--- src/rtl/tcam2_match_arb_pkg.sv ---
// Shared types and default sizing for the TCAM2 match arbiter slice.
package tcam2_match_arb_pkg;

  localparam int DEF_DATA_WIDTH = 16;
  localparam int DEF_ITEMS      = 16;
  localparam int DEF_CLIENTS    = 4;
  localparam int DEF_TAG_DEPTH  = 8;
  localparam int CLIENT_W       = $clog2(DEF_CLIENTS);
  localparam int TAG_CNT_W      = $clog2(DEF_TAG_DEPTH) + 1;

  typedef enum logic [1:0] {
    S_MATCH = 2'd0,
    S_DRAIN = 2'd1,
    S_WRITE = 2'd2
  } state_t;

endpackage

--- src/rtl/tcam2_tag_fifo.sv ---
// In-order FIFO of requester tags for matches currently inside TCAM2.
module tcam2_tag_fifo #(
  parameter int WIDTH = 2,
  parameter int DEPTH = 8,
  localparam int PTR_W = $clog2(DEPTH),
  localparam int CNT_W = $clog2(DEPTH) + 1
) (
  input  logic             clk,
  input  logic             rst_n,
  input  logic             push,
  input  logic             pop,
  input  logic [WIDTH-1:0] wdata,
  output logic [WIDTH-1:0] rdata,
  output logic [CNT_W-1:0] count,
  output logic             full,
  output logic             empty
);

  logic [WIDTH-1:0] mem_r [DEPTH];
  logic [PTR_W-1:0] wr_ptr_r;
  logic [PTR_W-1:0] rd_ptr_r;
  logic [CNT_W-1:0] count_r;

  // pointers wrap naturally because DEPTH is a power of two
  always_ff @(posedge clk) begin
    if (!rst_n) begin
      wr_ptr_r <= '0;
      rd_ptr_r <= '0;
      count_r  <= '0;
    end else begin
      if (push) wr_ptr_r <= wr_ptr_r + 1'b1;
      if (pop)  rd_ptr_r <= rd_ptr_r + 1'b1;
      if (push && !pop)      count_r <= count_r + 1'b1;
      else if (pop && !push) count_r <= count_r - 1'b1;
      else                   count_r <= count_r;
    end
  end

  // tag storage
  always_ff @(posedge clk) begin
    if (push) mem_r[wr_ptr_r] <= wdata;
  end

  assign rdata = mem_r[rd_ptr_r];
  assign count = count_r;
  assign full  = (count_r == CNT_W'(DEPTH));
  assign empty = (count_r == '0);

endmodule

--- src/rtl/tcam2_match_arb.sv ---
// Shares one TCAM2 between round-robin match clients and an atomic rule-write master.
module tcam2_match_arb
  import tcam2_match_arb_pkg::*;
#(
  parameter int DATA_WIDTH = DEF_DATA_WIDTH,
  parameter int ITEMS      = DEF_ITEMS,
  parameter int CLIENTS    = DEF_CLIENTS,
  parameter int TAG_DEPTH  = DEF_TAG_DEPTH,
  localparam int ADDR_W    = $clog2(ITEMS)
) (
  input  logic                          clk,
  input  logic                          rst_n,
  input  logic [CLIENTS*DATA_WIDTH-1:0] cl_match_data,
  input  logic [CLIENTS-1:0]            cl_match_en,
  output logic [CLIENTS-1:0]            cl_match_rdy,
  output logic [CLIENTS-1:0]            cl_out_hit,
  output logic [CLIENTS*ITEMS-1:0]      cl_out_addr,
  output logic [CLIENTS-1:0]            cl_out_vld,
  input  logic [DATA_WIDTH-1:0]         cfg_wr_data,
  input  logic [DATA_WIDTH-1:0]         cfg_wr_mask,
  input  logic [ADDR_W-1:0]             cfg_wr_addr,
  input  logic                          cfg_wr_en,
  output logic                          cfg_wr_rdy,
  output logic [DATA_WIDTH-1:0]         tcam_write_data,
  output logic [DATA_WIDTH-1:0]         tcam_write_mask,
  output logic [ADDR_W-1:0]             tcam_write_addr,
  output logic                          tcam_write_en,
  input  logic                          tcam_write_rdy,
  output logic [DATA_WIDTH-1:0]         tcam_match_data,
  output logic                          tcam_match_en,
  input  logic                          tcam_match_rdy,
  input  logic                          tcam_match_out_hit,
  input  logic [ITEMS-1:0]              tcam_match_out_addr,
  input  logic                          tcam_match_out_vld,
  output logic                          err_unexp
);

  localparam int CLI_W = $clog2(CLIENTS);
  localparam int CNT_W = $clog2(TAG_DEPTH) + 1;

  state_t             state_r, state_s;
  logic [CLI_W-1:0]   rr_ptr_r, grant_s, tag_s;
  logic               accept_s, pop_s, fifo_full_s, fifo_empty_s;
  logic [CNT_W-1:0]   tag_cnt_s;
  logic [CLIENTS-1:0] out_vld_r, out_hit_r;
  logic [CLIENTS*ITEMS-1:0] out_addr_r;
  logic               err_r;

  // round-robin pick: first requester at or after the pointer, wrapping
  always_comb begin
    int  idx;
    logic found;
    idx     = 0;
    found   = 1'b0;
    grant_s = rr_ptr_r;
    for (int i = 0; i < CLIENTS; i++) begin
      idx = int'(rr_ptr_r) + i;
      if (idx >= CLIENTS) idx = idx - CLIENTS;
      if (!found && cl_match_en[idx]) begin
        grant_s = CLI_W'(idx);
        found   = 1'b1;
      end else begin
        found   = found;
      end
    end
  end

  assign tcam_match_en   = (state_r == S_MATCH) && !cfg_wr_en && !fifo_full_s && (|cl_match_en);
  assign accept_s        = tcam_match_en && tcam_match_rdy;
  assign tcam_match_data = cl_match_data[grant_s*DATA_WIDTH +: DATA_WIDTH];
  assign pop_s           = tcam_match_out_vld && !fifo_empty_s;

  // one-hot handshake back to the granted client only
  always_comb begin
    cl_match_rdy = '0;
    if (accept_s) cl_match_rdy[grant_s] = 1'b1;
    else          cl_match_rdy = '0;
  end

  // FSM next state and write-port handshake
  always_comb begin
    state_s       = state_r;
    tcam_write_en = 1'b0;
    cfg_wr_rdy    = 1'b0;
    case (state_r)
      S_MATCH: if (cfg_wr_en) state_s = S_DRAIN; else state_s = S_MATCH;
      S_DRAIN: if (tag_cnt_s == '0) state_s = S_WRITE; else state_s = S_DRAIN;
      S_WRITE: begin
        tcam_write_en = 1'b1;
        cfg_wr_rdy    = tcam_write_rdy;
        if (tcam_write_rdy) state_s = S_MATCH; else state_s = S_WRITE;
      end
      default: state_s = S_MATCH;
    endcase
  end

  assign tcam_write_data = cfg_wr_data;
  assign tcam_write_mask = cfg_wr_mask;
  assign tcam_write_addr = cfg_wr_addr;

  // state and round-robin pointer
  always_ff @(posedge clk) begin
    if (!rst_n) begin
      state_r  <= S_MATCH;
      rr_ptr_r <= '0;
    end else begin
      state_r <= state_s;
      if (accept_s) rr_ptr_r <= (grant_s == CLI_W'(CLIENTS - 1)) ? '0 : grant_s + 1'b1;
    end
  end

  tcam2_tag_fifo #(
    .WIDTH (CLI_W),
    .DEPTH (TAG_DEPTH)
  ) u_tag_fifo (
    .clk   (clk),
    .rst_n (rst_n),
    .push  (accept_s),
    .pop   (pop_s),
    .wdata (grant_s),
    .rdata (tag_s),
    .count (tag_cnt_s),
    .full  (fifo_full_s),
    .empty (fifo_empty_s)
  );

  // steer each result to the client whose tag is at the FIFO head
  always_ff @(posedge clk) begin
    if (!rst_n) begin
      out_vld_r  <= '0;
      out_hit_r  <= '0;
      out_addr_r <= '0;
      err_r      <= 1'b0;
    end else begin
      out_vld_r <= '0;
      if (pop_s) begin
        out_vld_r[tag_s]                <= 1'b1;
        out_hit_r[tag_s]                <= tcam_match_out_hit;
        out_addr_r[tag_s*ITEMS +: ITEMS] <= tcam_match_out_addr;
      end
      if (tcam_match_out_vld && fifo_empty_s) err_r <= 1'b1;
    end
  end

  assign cl_out_vld  = out_vld_r;
  assign cl_out_hit  = out_hit_r;
  assign cl_out_addr = out_addr_r;
  assign err_unexp   = err_r;

endmodule

--- config.mk ---
export PLATFORM = sky130hd
export DESIGN_NAME = tcam2_match_arb
export DESIGN_NICKNAME = d
export VERILOG_FILES = /design/src/rtl/tcam2_match_arb_pkg.sv /design/src/rtl/tcam2_tag_fifo.sv /design/src/rtl/tcam2_match_arb.sv
export SDC_FILE = /design/constraint.sdc
export NUM_CORES = 1
export LEC_CHECK = 0
export BUFFER_PORTS_ARGS = -buffer_cell sky130_fd_sc_hd__buf_2
export CORE_ASPECT_RATIO = 1.2
export CORE_MARGIN = 3
export CORE_UTILIZATION = 40
export DETAILED_ROUTE_END_ITERATION = 8
export PLACE_DENSITY_LB_ADDON = 0.1
export SYNTH_ARGS = -nofsm -noshare
export SYNTH_HDL_FRONTEND = slang
export SYNTH_SLANG_ARGS = --single-unit
--- constraint.sdc ---
create_clock -name clk -period 3.4 [get_ports clk]
set_input_delay 0.68 -clock clk [delete_from_list [all_inputs] [get_ports clk]]
set_output_delay 0.68 -clock clk [all_outputs]
set_load 0.01 [all_outputs]
==> flow_summary_export.csv <==
group,metric,value,unit
clocking,post_cts_resize_count,0,
worst_setup_path,rr_endpoint,"cl_out_addr[18]$_SDFFE_PN0P_",
logic_synthesis,netlist_area,4710,sq um
final_layout,fill_cells,1066,
sta,rsz0062_at_grt,"no",
logic_synthesis,synthArstFlopShare,0,
global_route,antenna_found_initial,0,
global_route,grt_first_pass_wirelength,19600,microns
clocking,path_clk_slew,0.07,ns
outcome,run_status,"complete, no violations",
worst_setup_path,critPathRequiredTime,2.72,ns
clocking,cts_max_level,3,
worst_setup_path,crit_chain,"buf_2 > nor2b_1 > o21a_1 > or2_2 > inv_1 > buf_4 > nand2_1 > a32oi_1 > buf_2",
drt,drc,0,
logic_synthesis,synth_largest_area_cell,"dfxtp_1",
worst_setup_path,worst-setup-path-type,"in2out",
floorplan,fp.dieArea,13100,sq um
logic_synthesis,netlist_instances,453,
sta,setup_viol,0,
clocking,cts-root-buf,"clkbuf_16",
logic_synthesis,yosys_register_bits,106,
sta,setup_tns,0,ns
worst_setup_path,crit_slowest_cell,"buf_4",
worst_setup_path,cp-end-kind,"primary output",
placed_design,post-dp-hpwl,9400,microns
worst_setup_path,crit_family,"buffers and inverters",
logic_synthesis,yosysWarnings,0,
worst_setup_path,crit_path_max_fanout,34,
sta,finClkSkew,0.00932,ns
logic_synthesis,synth.top_cell.area_share,0.383,
worst_setup_path,startpoint_type,"primary input",
drt,first_iter_violations,151,
drt,totalWireLength,12400,microns
worst_setup_path,r2r_setup_slack,0.51,ns
worst_hold_path,hold_class,"reg2reg",
floorplan,core,11200,sq um
global_route,grt_overflow,0,
drt,ant_nets,0,
logic_synthesis,synth.most_common_cell,"dfxtp_1",
worst_setup_path,cp-startpoint,"cl_match_en[2]",
worst_setup_path,r2r_cells,6,
sta,worst_pin_slew,0.992,ns
clocking,cts_sinks,106,
final_layout,n_antenna_cell,0,
drt,viasPerCell,5.16,
clocking,post-cts-setup-buffers,0,
clocking,cts_tree,"done",
logic_synthesis,seq_area_frac_synth,0.485,
placed_design,place_congestion,0.804,
global_route,grt_pass1_vias,3807,
clocking,postCtsHoldBufs,0,
sta,period_minus_slack,2.89,ns
worst_setup_path,path_depth,9,
worst_setup_path,cp_common_cell,"buf_2",
worst_setup_path,critical_path_buf_inv_count,4,
sta,max_freq,0.346,GHz
logic_synthesis,syn_nets,597,
logic_synthesis,synthTopCellsByArea,"dfxtp_1 (38%), a22o_1 (12%), edfxtp_1 (10%)",
logic_synthesis,synth_common_cells,"dfxtp_1 (90), a22o_1 (64), nand2_1 (64)",
job,maxCapViolations,0,
clocking,cts_buffer_depth,2,
final_layout,nNetsFinal,748,
worst_setup_path,slowest_delay,0.30,ns
sta,setup_ws,0.508,ns
drt,wire_per_inst,16.3,microns
final_layout,area_delta_synth_final,25.1,%
placed_design,port-buffer-count,186,
floorplan,pin_count,259,
logic_synthesis,synth-edff-count,16,
sta,report.final.slew_viol_count,0,
logic_synthesis,synth_cell_type_count,46,
floorplan,die_h,125,microns
sta,relSlewSlack,0.334,
worst_setup_path,setup.worst_path.end,"tcam_match_data[14]",
power,leakage,0.00274,uW
logic_synthesis,syn_area_per_cell,10.4,sq um
drt,num_vias,3934,
global_route,grt_usage,0.185,
final_layout,layout-drive-gt1-share,0.369,
clocking,cts_buffers,9,
worst_setup_path,cp_data_arrival_time,2.21,ns
power,power_density,608,nW/um^2
floorplan,initial_utilization,0.418,
sta,hold_viol,0,
clocking,clkLatencyLatePin,0.35,ns
sta,fin_crit_sh,0.851,
floorplan,die_w,105,microns
drt,drtPass1Iterations,4,
power,ir_drop,0.000273,V
floorplan,rows,42,
placed_design,pre_cts_ws,0.355,ns
logic_synthesis,ys_dominant_reg_cell,"dfxtp_1",
global_route,grt_max_degree,43,
==> cells by family (layout without fill, tap and decap cells) <==
family          count (synthesis)  count (layout)  synth area share
compound gates                118             118             0.197
xor+xnor                        7               7            0.0130
fa+ha+maj                      17              17            0.0468
buf+inv                        68             224            0.0869
flops                         106             106             0.485
mux                            10              10            0.0362
simple gates                  127             127             0.135
==> cell type report <==
class                           count  area [sq um]  share of cell area
Timing Repair Buffer              199          1030               0.175
Sequential cell                   106          2280               0.388
Multi-Input combinational cell    279          2030               0.345
Clock inverter                      7          92.6              0.0157
Clock buffer                        9           225              0.0383
Tap cell                          154           193              0.0327
Inverter                            9          33.8             0.00574
==> layer usage <==
metal / vias to the layer above / part of all wire / GRT usage
li1: 1908 / - / -
met4: 0 / 0.0090 / 0.0386
met3: 12 / 0.084 / 0.0695
met2: 166 / 0.46 / 0.297
met5: - / 0 / 0
met1: 1848 / 0.45 / 0.237
==> per-stage QoR <==
| stage | instance area, sq um | std cells | hold WS (ns) | power [uW] | util |
|---|---|---|---|---|---|
| 4_1_cts | 5890 | 763 | 0.464 | 3620 | 0.523 |
| 5_1_grt | 5890 | 763 | 0.481 | 3800 | 0.523 |
| 2_1_floorplan | 4710 | 453 | 0.436 | 2210 | - |
| 6_report | 5890 | 763 | 0.458 | 3580 | 0.523 |
| 3_3_place_gp | 5570 | 747 | 0.450 | 2500 | 0.495 |
| 3_5_place_dp | 5570 | 747 | 0.451 | 2530 | 0.495 |
==> flip-flops by register name (all words and copies together) (netlist names), named ones only <==
signal,cells
cl_out_addr,64
cl_out_hit,4
cl_out_vld,4
err_unexp,1
rr_ptr_r,2
state_r,2
u_tag_fifo.count,4
u_tag_fifo.mem_r,16
u_tag_fifo.rd_ptr_r,3
u_tag_fifo.wr_ptr_r,3
==> cell usage in the layout, fill, tap and decap left out, types with 4 or more instances in the layout <==
cell type,count
buf_2,186
nor2_1,14
mux2i_1,5
and2_1,10
clkbuf_16,9
dfxtp_1,90
a21oi_1,23
nor2b_1,10
edfxtp_1,16
a32oi_1,16
nand2b_1,4
nand3_1,4
nand2_1,64
and3_1,4
inv_1,8
buf_4,13
ha_1,16
nor3_1,4
a21boi_0,5
a22o_1,64
xnor2_1,4
==> worst reg2reg max path, cell delays in order (launching register included) <==
cell and delay (ns):
dfxtp_1 0.45, mux4_1 0.64, mux2i_4 0.34, ha_1 0.26
nand2_1 0.11, nor4_4 0.76, a22o_1 0.27
==> report_power, final <==
group	internal, uW	total (uW)	switching [uW]
logic	437	1030	595
registers	1380	1460	81.1
clock network	591	1090	499
==> how the worst min path moves through the flow <==
stage / start / endpoint / slack (ns) / cells past startpoint
2_1_floorplan: state_r[1]$_SDFF_PN0_ / state_r[0]$_SDFF_PN0_ / 0.44 / 1
3_3_place_gp: cl_out_hit[3]$_SDFFE_PN0P_ / cl_out_hit[3]$_SDFFE_PN0P_ / 0.45 / 2
3_5_place_dp: cl_out_addr[49]$_SDFFE_PN0P_ / cl_out_addr[49]$_SDFFE_PN0P_ / 0.45 / 1
4_1_cts: cl_out_hit[3]$_SDFFE_PN0P_ / cl_out_hit[3]$_SDFFE_PN0P_ / 0.46 / 2
5_1_grt: cl_out_hit[3]$_SDFFE_PN0P_ / cl_out_hit[3]$_SDFFE_PN0P_ / 0.48 / 2
6_report: cl_out_hit[3]$_SDFFE_PN0P_ / cl_out_hit[3]$_SDFFE_PN0P_ / 0.46 / 2
No activity file was read; power rests on OpenSTA's default activity.
